==> src/rtl/fp_mul_sequencer.sv <==
// Multi-cycle IEEE-754 single-precision multiplier controller: one shared 9x9 multiplier
// issues six 3-way Karatsuba partial products, then combines, normalises and truncates.
module fp_mul_sequencer #(
    parameter int unsigned BIAS = 127,
    parameter int unsigned LAT  = 9
) (
    input  logic        clk,
    input  logic        rst,
    input  logic        in_valid_i,
    output logic        in_ready_o,
    input  logic [31:0] a_i,
    input  logic [31:0] b_i,
    output logic        out_valid_o,
    input  logic        out_ready_i,
    output logic [31:0] result_o,
    output logic        ovf_o,
    output logic        udf_o,
    output logic        busy_o
);

    // UNPACK + COMBINE + NORM take three of the LAT cycles; the rest are multiplier steps.
    localparam logic [2:0] MulLast = 3'(LAT - 4);

    typedef enum logic [2:0] {
        StIdle,
        StUnpack,
        StMul,
        StCombine,
        StNorm,
        StDone
    } state_e;

    state_e             state_q;
    logic [31:0]        a_q, b_q;
    logic [23:0]        man_a_q, man_b_q;
    logic               sg_q;
    logic signed [9:0]  esum_q;
    logic               nan_q, inf_q, zero_q;
    logic [2:0]         cnt_q;
    logic [17:0]        h0_q, h1_q, h2_q, g0_q, g1_q, g2_q;
    logic [47:0]        prod_q;
    logic [31:0]        result_q;
    logic               ovf_q, udf_q, out_valid_q, in_ready_q, busy_q;

    logic [7:0]         ea, eb;
    logic [22:0]        fa, fb;
    logic               a_nan, b_nan, a_inf, b_inf, a_zero, b_zero;
    logic [9:0]         esum;
    logic [8:0]         op_a, op_b;
    logic [17:0]        mul_out;
    logic [47:0]        t1, t2, t3, p_comb;
    logic signed [9:0]  e_fin;
    logic [22:0]        mant;
    logic [31:0]        norm_res;
    logic               norm_ovf, norm_udf;

    always_comb begin
        ea     = a_q[30:23];
        eb     = b_q[30:23];
        fa     = a_q[22:0];
        fb     = b_q[22:0];
        a_nan  = (ea == 8'hFF) && (fa != 23'h0);
        b_nan  = (eb == 8'hFF) && (fb != 23'h0);
        a_inf  = (ea == 8'hFF) && (fa == 23'h0);
        b_inf  = (eb == 8'hFF) && (fb == 23'h0);
        // Denormals are flushed, so they classify as zero.
        a_zero = (ea == 8'h00);
        b_zero = (eb == 8'h00);
        esum   = {2'b00, ea} + {2'b00, eb} - 10'(BIAS);
    end

    always_comb begin
        op_a = 9'h0;
        op_b = 9'h0;
        case (cnt_q)
            3'd0: begin op_a = {1'b0, man_a_q[7:0]};   op_b = {1'b0, man_b_q[7:0]};   end
            3'd1: begin op_a = {1'b0, man_a_q[15:8]};  op_b = {1'b0, man_b_q[15:8]};  end
            3'd2: begin op_a = {1'b0, man_a_q[23:16]}; op_b = {1'b0, man_b_q[23:16]}; end
            3'd3: begin
                op_a = {1'b0, man_a_q[7:0]} + {1'b0, man_a_q[15:8]};
                op_b = {1'b0, man_b_q[7:0]} + {1'b0, man_b_q[15:8]};
            end
            3'd4: begin
                op_a = {1'b0, man_a_q[7:0]} + {1'b0, man_a_q[23:16]};
                op_b = {1'b0, man_b_q[7:0]} + {1'b0, man_b_q[23:16]};
            end
            3'd5: begin
                op_a = {1'b0, man_a_q[15:8]} + {1'b0, man_a_q[23:16]};
                op_b = {1'b0, man_b_q[15:8]} + {1'b0, man_b_q[23:16]};
            end
            default: begin op_a = 9'h0; op_b = 9'h0; end
        endcase
        mul_out = op_a * op_b;
    end

    // Subtraction order keeps every intermediate non-negative.
    always_comb begin
        t3     = 48'(g2_q) - 48'(h1_q) - 48'(h2_q);
        t2     = 48'(g1_q) + 48'(h1_q) - 48'(h0_q) - 48'(h2_q);
        t1     = 48'(g0_q) - 48'(h0_q) - 48'(h1_q);
        p_comb = (48'(h2_q) << 32) + (t3 << 24) + (t2 << 16) + (t1 << 8) + 48'(h0_q);
    end

    always_comb begin
        e_fin    = prod_q[47] ? esum_q + 10'sd1 : esum_q;
        mant     = prod_q[47] ? prod_q[46:24] : prod_q[45:23];
        norm_ovf = 1'b0;
        norm_udf = 1'b0;
        if (nan_q) begin
            norm_res = 32'h7FC0_0000;
        end else if (inf_q) begin
            norm_res = {sg_q, 8'hFF, 23'h0};
        end else if (zero_q) begin
            norm_res = {sg_q, 31'h0};
        end else if (e_fin >= 10'sd255) begin
            norm_res = {sg_q, 8'hFF, 23'h0};
            norm_ovf = 1'b1;
        end else if (e_fin <= 10'sd0) begin
            norm_res = {sg_q, 31'h0};
            norm_udf = 1'b1;
        end else begin
            norm_res = {sg_q, e_fin[7:0], mant};
        end
    end

    always_ff @(posedge clk or posedge rst) begin
        if (rst) begin
            state_q     <= StIdle;
            a_q         <= 32'h0;
            b_q         <= 32'h0;
            man_a_q     <= 24'h0;
            man_b_q     <= 24'h0;
            sg_q        <= 1'b0;
            esum_q      <= 10'sd0;
            nan_q       <= 1'b0;
            inf_q       <= 1'b0;
            zero_q      <= 1'b0;
            cnt_q       <= 3'd0;
            h0_q        <= 18'h0;
            h1_q        <= 18'h0;
            h2_q        <= 18'h0;
            g0_q        <= 18'h0;
            g1_q        <= 18'h0;
            g2_q        <= 18'h0;
            prod_q      <= 48'h0;
            result_q    <= 32'h0;
            ovf_q       <= 1'b0;
            udf_q       <= 1'b0;
            out_valid_q <= 1'b0;
            in_ready_q  <= 1'b1;
            busy_q      <= 1'b0;
        end else begin
            unique case (state_q)
                StIdle: begin
                    if (in_valid_i && in_ready_q) begin
                        a_q        <= a_i;
                        b_q        <= b_i;
                        in_ready_q <= 1'b0;
                        busy_q     <= 1'b1;
                        state_q    <= StUnpack;
                    end
                end
                StUnpack: begin
                    man_a_q <= {ea != 8'h00, fa};
                    man_b_q <= {eb != 8'h00, fb};
                    sg_q    <= a_q[31] ^ b_q[31];
                    esum_q  <= esum;
                    nan_q   <= a_nan || b_nan || (a_inf && b_zero) || (b_inf && a_zero);
                    inf_q   <= a_inf || b_inf;
                    zero_q  <= a_zero || b_zero;
                    cnt_q   <= 3'd0;
                    state_q <= StMul;
                end
                StMul: begin
                    case (cnt_q)
                        3'd0:    h0_q <= mul_out;
                        3'd1:    h1_q <= mul_out;
                        3'd2:    h2_q <= mul_out;
                        3'd3:    g0_q <= mul_out;
                        3'd4:    g1_q <= mul_out;
                        default: g2_q <= mul_out;
                    endcase
                    if (cnt_q == MulLast) begin
                        state_q <= StCombine;
                    end else begin
                        cnt_q <= cnt_q + 3'd1;
                    end
                end
                StCombine: begin
                    prod_q  <= p_comb;
                    state_q <= StNorm;
                end
                StNorm: begin
                    result_q    <= norm_res;
                    ovf_q       <= norm_ovf;
                    udf_q       <= norm_udf;
                    out_valid_q <= 1'b1;
                    state_q     <= StDone;
                end
                StDone: begin
                    if (out_ready_i) begin
                        out_valid_q <= 1'b0;
                        in_ready_q  <= 1'b1;
                        busy_q      <= 1'b0;
                        state_q     <= StIdle;
                    end
                end
                default: state_q <= StIdle;
            endcase
        end
    end

    assign in_ready_o  = in_ready_q;
    assign out_valid_o = out_valid_q;
    assign result_o    = result_q;
    assign ovf_o       = ovf_q;
    assign udf_o       = udf_q;
    assign busy_o      = busy_q;

endmodule

==> config.mk <==
export PLATFORM = sky130hd
export DESIGN_NAME = fp_mul_sequencer
export DESIGN_NICKNAME = d
export VERILOG_FILES = /design/src/rtl/fp_mul_sequencer.sv
export SDC_FILE = /design/constraint.sdc
export NUM_CORES = 1
export LEC_CHECK = 0
export ABC_CLOCK_PERIOD_IN_PS = 15360
export CORE_MARGIN = 5
export CORE_UTILIZATION = 49
export DETAILED_ROUTE_END_ITERATION = 10
export GPL_ROUTABILITY_DRIVEN = 0
export GPL_TIMING_DRIVEN = 0
export PLACE_DENSITY_LB_ADDON = 0.1
export REMOVE_ABC_BUFFERS = 1
export SYNTH_ARGS = -nofsm -noshare
export SYNTH_HDL_FRONTEND = slang
export SYNTH_SLANG_ARGS = --single-unit
==> constraint.sdc <==
create_clock -name clk -period 15.36 [get_ports clk]
set_input_delay 3.84 -clock clk [delete_from_list [all_inputs] [get_ports clk]]
set_output_delay 3.84 -clock clk [all_outputs]
set_load 0.1 [all_outputs]
Yosys cells after proc, flatten, opt, wreduce, memory -nomap -nowiden
Index checks and enable logic that the tools add are counted.

word-level totals
  output and inout bits = 37
  bits in writable memories = 0
  input port bits = 68
  register bits after elaboration = 325
  bits in latches = 0
  bits in read-only memories = 0
  logic and storage cells = 134
  memories kept = 0

cells by class
  eq/ne operators = 16
  add/subtract/negate cells = 21
  shift operators = 0
  bitwise operators = 2
  div/mod/pow operators = 0
  $mul = 1
  mux-type cells = 31
  $lt $le $gt $ge = 2
  reductions and logical operators = 37

operator list
  cell                  count
  $add A48 B48 Y48      3
  $mux W31              4
  $pmux W9 S6           2
  $add A8 B8 Y9         7
  $add A48 B18 Y48      1
  $logic_not A23 Y1     2
  $reduce_bool A23 Y1   2
  $sub A19 B19 Y20      2
  $sub A18 B18 Y19      2
  $mux W32              1
  $mux W23              1
  $sub A20 B19 Y21      1
  $sub A19 B18 Y20      1
  $add A18 B18 Y19      1
  $mul A9 B9 Y18        1
  $pmux W3 S6           1
  $reduce_and A2 Y1     9
  $eq A8 B8 Y1 const B  2
  $logic_not A8 Y1      2
  $reduce_bool A8 Y1    2
  $mux W1               13
  $eq A3 B2 Y1 const B  4
  $eq A3 B3 Y1 const B  4
  $mux W3               4
  other kinds (18)      38

Depth between registers and ports, before layout
  word-level depth = 8
  depth in mapped cells = 38
  gate-level depth less buffers = 38

Worst setup path before layout
Ideal clock, no wire load.

  path type = reg-to-reg
  from = register cnt_q[0]
  to = register g0_q[17]
  library setup time = 125 ps
  arrival = 7264 ps
  data required time = 15235 ps
  path slack = 7971 ps
  buffers on the path = 2
  clock period less this slack = 7389 ps
  stages on the path, launching flop included = 32
  cell sequence = dfrtp_1 ha_1 nand2_1 clkbuf_1 clkbuf_1 mux2_2 ha_1 fa_1 a21oi_1 o21bai_1 a21oi_1 nor2_1 nor2_1 xnor2_1 a222oi_1 o21ai_1 and2_1 fa_1 inv_1 fa_1 fa_1 fa_1 inv_1 ha_1 inv_1 o21ai_1 a21oi_1 o211ai_1 a31o_1 a21oi_1 xnor2_1 mux2_2

on the way
  cells in the longest elaborated chain, start to end = 3
  elaborated cells on any way between the ends = 10
  classes of those cells = mul (1); eq/ne (5); mux (2); reduce/logical (2)

RTL lines
  item                                  line  source
  start, declared                       39    logic [2:0] cnt_q;
  start signal, assigned                186   cnt_q <= cnt_q + 3'd1;
  $eq A3 B3 Y1 (tied with other cells)  75    case (cnt_q)
  $pmux W9 S6                           75
  $mul A9 B9 Y18                        93    mul_out = op_a * op_b;
  end signal, assigned                  179   3'd3: g0_q <= mul_out;
  end, declared                         40    logic [17:0] h0_q, h1_q, h2_q, g0_q, g1_q, g2_q;

Parallel ways exist; a longest one is shown, timed or not.
A chain may end at the register's enable or synchronous reset.

Worst setup path after layout
  from = register h0_q[2]
  to = register prod_q[40]

on the way
  cells in the longest elaborated chain, start to end = 5
  elaborated cells on any way between the ends = 7
  classes of those cells = add/sub (7)

RTL lines
  item                            line  source
  start, declared                 40
  start signal, assigned          176   3'd0: h0_q <= mul_out;
  $sub A19 B18 Y20                99    t2 = 48'(g1_q) + 48'(h1_q) - 48'(h0_q) - 48'(h2_q);
  $sub A20 B19 Y21                99
  $add A48 B48 Y48 (2 in series)  101   p_comb = (48'(h2_q) << 32) + (t3 << 24) + (t2 << 16) + (t1 << 8) + 48'(h0_q);
  $add A48 B18 Y48 (*)            101
  end signal, assigned            190   prod_q <= p_comb;
  end, declared                   41    logic [47:0] prod_q;

Every way passes the cells marked *; elsewhere a longest branch is shown, timed or not.

==> impl_metrics.tcl <==
set metrics [dict create \
    grt_max_degree 132 \
    die_w_um 234 \
    row_count 82 \
    die-area_um2 54800 \
    hold_path_depth 2 \
    grt_use_total_pct 21.6 \
    dp_hpwl_um 46500 \
    highest_layer "met4" \
    cts_buffer_depth 3 \
    cts-buffers-inserted 37 \
    route.met3.wl_um 2160 \
    period_share_pct 54.9 \
    ys_top_cells_by_area "dfrtp_1 (31%), ha_1 (14%), fa_1 (8.7%)" \
    fill_cells 4592 \
    rsz0062_at_grt "false" \
    drt-total-wl_um 58700 \
    cp-start-kind "flip-flop" \
    drv_slew 0 \
    place_area_um2 26400 \
    dr.pass1.iters 5 \
    vias_per_cell 5.42 \
    worst_pin_slew_ns 1.29 \
    arrival_ns 8.87 \
    wl_met2_um 28800 \
    clk_latency_ns 0.57 \
    synth_compound_area_share_pct 14.5 \
    whs_endpoint "h1_q[12]" \
    synthFlopType "dfrtp_1" \
    synth_area_leader_cell "dfrtp_1" \
    io_pins 105 \
    worstReg2RegEnd "prod_q[40]" \
    syn_avg_cell_area_um2 9.10 \
    antenna_found_initial 0 \
    wl_per_cell_um 16.8 \
    worst_ep_required_time_ns 15.80 \
    drt_iter0_drc 1071 \
    setup_violations 0 \
    synth_edf_count 0 \
    ys_top_cells_by_count "nand2_1 (411), inv_1 (302), dfrtp_1 (301)" \
    ant_nets 0 \
    fin_skew_ns 0.0305 \
    synth_xor_area_share_pct 5.90 \
    gr-total-overflow 0 \
    r2r_slack_ns 6.92 \
    yosys_warnings 0 \
    yosysMostFrequentCell "nand2_1" \
    cts_resized 0 \
    netlist_area_um2 24600 \
    drv_cap 0 \
    hold_path.class "reg2reg" \
    start_util_pct 49.3 \
    netlist.area_leader.share_pct 30.6 \
    cp-end-kind "flip-flop" \
    clock_sinks 302 \
    post-place-ws_ns 6.86 \
    r2r_start "h0_q[2]" \
    grt_pass1_vias 18700 \
    port_buffers 104 \
    synth_mux_area_share_pct 6.75 \
    coreArea_um2 49900 \
    cts_tree "built" \
    synth_top_family_by_area "adder cells" \
    fin_crit_ns 8.44 \
    die_h_um 234 \
    hp-start "h1_q[12]" \
    syn2layout_area_growth_pct 12.8 \
    grt_pass1_wl_um 96600 \
    ys_types 75 \
    max_freq_mhz 119 \
    cp_common_cell "a21oi_1" \
    fin_ws_ns 6.92 \
    final_design_area_no_fill_um2 27700 \
    num_antenna_cells 0 \
    synth_seq_cells 302 \
    ys_async_sr_fraction_pct 100 \
    clockRootBuffer "clkbuf_16" \
    postCtsSetupRepairBufs 0 \
    ys_seq_area_share_pct 30.7 \
    vias 18900 \
    reg2regPathDepth 34 \
    slowest_stage "fa_1" \
    utilization_pct 55.6 \
    cp_max_fo 6 \
    layout-drive-gt1-share_pct 6.90 \
    clk_pin_slew_ns 0.06 \
    status "complete, no violations" \
    slowest_delay_ns 0.54 \
    max_slew_margin_pct 13.6 \
    hold_buffers 0 \
    nets 3244 \
    hold_viol 0 \
    htreeDepth 2 \
    met1Wirelength_um 26000 \
    synthAdderAreaFrac_pct 23.1 \
    syn_inst 2703 \
    drcViolationCount 0 \
    synthSimpleGateAreaFrac_pct 13.3 \
    path_class "reg2reg" \
]
sequential cells by signal, summed over array words and instances (netlist names), 10 cells and up:
register and cells:
h0_q 18, g1_q 18, result_o 32, man_b_q 24
b_q 32, a_q 32, h2_q 18, esum_q 10
man_a_q 24, prod_q 25, h1_q 18, g2_q 18
g0_q 18
routing by layer:
layer,global-route usage (%),vias up
met3,2.91,94
met4,6.29,0
met2,37.8,339
met1,28.2,9102
li1,-,9367
met5,0,-
cell type report:
cell class                 instances  area [µm²]  share of cell area [%]
multi-input combinational       2030       15700                    56.5
sequential                       302        7560                    27.3
timing repair buffer             112        1200                    4.33
inverter                         304        1150                    4.14
clock buffer                      49        1010                    3.64
tap                              672         841                    3.03
clock inverter                    16         309                    1.11
metrics by stage:
step                cells  hold WS [ns]  TNS, ns
CTS                  3485         0.483        0
detailed placement   3420         0.470        0
global placement     3412         0.462  -217.24
global route         3485         0.496        0
finish               3485         0.480        0
floorplan            2636         0.448        0
worst max-delay path, delay by kind of cell, from the launching register on:
kind | cells | cell delay [ns]
flip-flops | 1 | 0.42
adder cells (fa/ha/maj) | 6 | 2.62
buffers and inverters | 3 | 0.16
XOR/XNOR | 3 | 0.52
AO/OA/AOI/OAI | 17 | 3.74
AND/OR/NAND/NOR | 5 | 0.86
cell families after synthesis:
group,after synthesis
mux,150
flops,302
simple gates,749
xor+xnor,164
buf+inv,371
compound gates,578
fa+ha+maj,389
worst max-delay path by stage:
stage | start | to | slack [ns] | cells past startpoint
after global routing | cnt_q[1] | h0_q[17] | 6.36 | 32
after floorplan | rst | a_q[0] | 3.18 | 1
after global placement | rst | a_q[17] | -0.81 | 2
final | h0_q[2] | prod_q[40] | 6.92 | 34
after CTS | h0_q[1] | prod_q[40] | 6.85 | 34
after detailed placement | g0_q[0] | prod_q[40] | 6.86 | 34
cells in the final DEF, fill, tap and decap left out, drive strengths merged, types with 5 or more instances in the layout:
| cell type | count |
|---|---|
| nand2 | 411 |
| xor2 | 55 |
| and3 | 12 |
| a21oi | 139 |
| o21ai | 208 |
| nand2b | 22 |
| mux2 | 126 |
| nor3 | 26 |
| nor4 | 13 |
| nand4 | 17 |
| clkbuf | 49 |
| o31ai | 11 |
| inv | 307 |
| o21bai | 30 |
| buf | 8 |
| nor2 | 136 |
| nor2b | 32 |
| or4 | 5 |
| nand3 | 28 |
| a211oi | 20 |
| a31oi | 10 |
| and2 | 20 |
| ha | 282 |
| a21o | 33 |
| fa | 107 |
| a21boi | 15 |
| a22oi | 19 |
| bufinv | 8 |
| dfrtp | 301 |
| or3 | 12 |
| o211ai | 9 |
| clkdlybuf4s50 | 104 |
| mux2i | 24 |
| xnor2 | 108 |
| o31a | 6 |
| o21a | 27 |
Power is not shown: default switching activity piles up to over one toggle a cycle in this logic, so the estimate is an artifact.
==> patch (config.mk and constraints unchanged) <==
Re-encode `state_e` (6 states) as Gray code, 3 bits wide.
--- a/src/rtl/fp_mul_sequencer.sv
+++ b/src/rtl/fp_mul_sequencer.sv
@@ -22,12 +22,12 @@
     localparam logic [2:0] MulLast = 3'(LAT - 4);
 
     typedef enum logic [2:0] {
-        StIdle,
-        StUnpack,
-        StMul,
-        StCombine,
-        StNorm,
-        StDone
+        StIdle    = 3'b000,
+        StUnpack  = 3'b001,
+        StMul     = 3'b011,
+        StCombine = 3'b010,
+        StNorm    = 3'b110,
+        StDone    = 3'b111
     } state_e;
 
     state_e             state_q;
Formal check against the unedited RTL: same outputs for any inputs over 10 cycles, from zero or initial values and one cycle with rst high; not proved beyond that.
==> patch against the original RTL <==
  * Cell area down 1.2%
  * Wire length fell by 0.38%
  * Maximum frequency decreased by 5.7%
  * Sequential share of layout area grew 0.33 points
  * Area after synthesis down 0.52%
  * Worst setup slack worse by 0.51 ns
  * Count of clock-buffer cells in the layout grew 6
  * Final cell count shrank 2.2%
  * Utilization rose by 0.13 points
  * Sequential cell count unchanged
Power is not shown: default switching activity piles up to over one toggle a cycle in this logic, so the estimate is an artifact.
==> patch: results (changes against the original RTL) <==
[route]
vias_per_cell=5.45  ; +0.50%
wl_per_cell_um=17.2  ; +1.8%
drt_pass1_iterations=8  ; +3
drtIter0Drc=996  ; -7.0%
met2_length_um=28500  ; -1.1%
routed_wl_um=58500  ; -0.38%

[global_route]
grt_use_met2_pct=37.3  ; -0.51 points
grt_max_degree=133  ; +0.76%
grt_pass1_vias=18634  ; -0.21%
use_met1_pct=28.0  ; -0.14 points
grt_pass1_wl_um=96300  ; -0.29%

[sta]
tightest_slew_ns=1.29  ; -0.00408 ns
worst_slack_ns=6.41  ; -0.513 ns
skew_ns=0.0209  ; -0.00968 ns

[synth]
ys_types=81  ; +8.0%
netlist_top_cells_area=dfrtp_1, ha_1, fa_1, nand2_1, mux2_2
synth_common_cells=nand2_1, dfrtp_1, inv_1
seq_area_frac_synth_pct=30.9  ; +0.16 points
avgSynthCellArea_um2=9.27  ; +1.9%

[min_path]
hold_end=result_o[12]
hp-start=result_o[12]

[run_status]
outcome=finished clean

[worst_setup_path]
setup.worst_path.end=h0_q[17]
max_stage_delay_ns=0.77  ; +0.23 ns
crit_start=cnt_q[2]
crit_fanout=20  ; +14

[final_layout]
fillers=4441  ; -3.3%
drive_gt1_share_pct=7.98  ; +1.1 points

[place]
placed_cells=3348  ; -2.1%
pre_cts_ws_ns=6.35  ; -0.510 ns

[cts]
cts_made_buffers=36  ; -2.7%

==> patch: cells by family after synthesis <==
| group | count (synthesis) | synth area share [%] |
|---|---|---|
| and+or+nand+nor | 716 | 13.0 |
| AOI/OAI and AO/OA | 550 | 14.1 |
| adders and majority gates | 389 | 23.2 |
| buffers and inverters | 353 | 5.42 |
| DFF | 302 | 30.9 |
| xor gates and xnor gates | 166 | 6.03 |
| muxes | 163 | 7.35 |
==> patch: through the flow <==
| step | instance area (um2) | hold slack, ns |
|---|---|---|
| 2_1_floorplan | 24200 | 0.448 |
| 3_3_place_gp | 26100 | 0.455 |
| 3_5_place_dp | 26200 | 0.469 |
| 4_1_cts | 27400 | 0.482 |
| 5_1_grt | 27400 | 0.501 |
| 6_report | 27400 | 0.475 |
==> patch: layout make-up <==
type	count	area (um2)	area share, %
clock inverter	7	105	0.383
timing repair buffer	110	1170	4.26
inverter	288	1090	3.97
tap	664	831	3.03
clock buffer	55	1050	3.84
sequential	302	7560	27.6
multi-input combinational	1984	15600	56.9
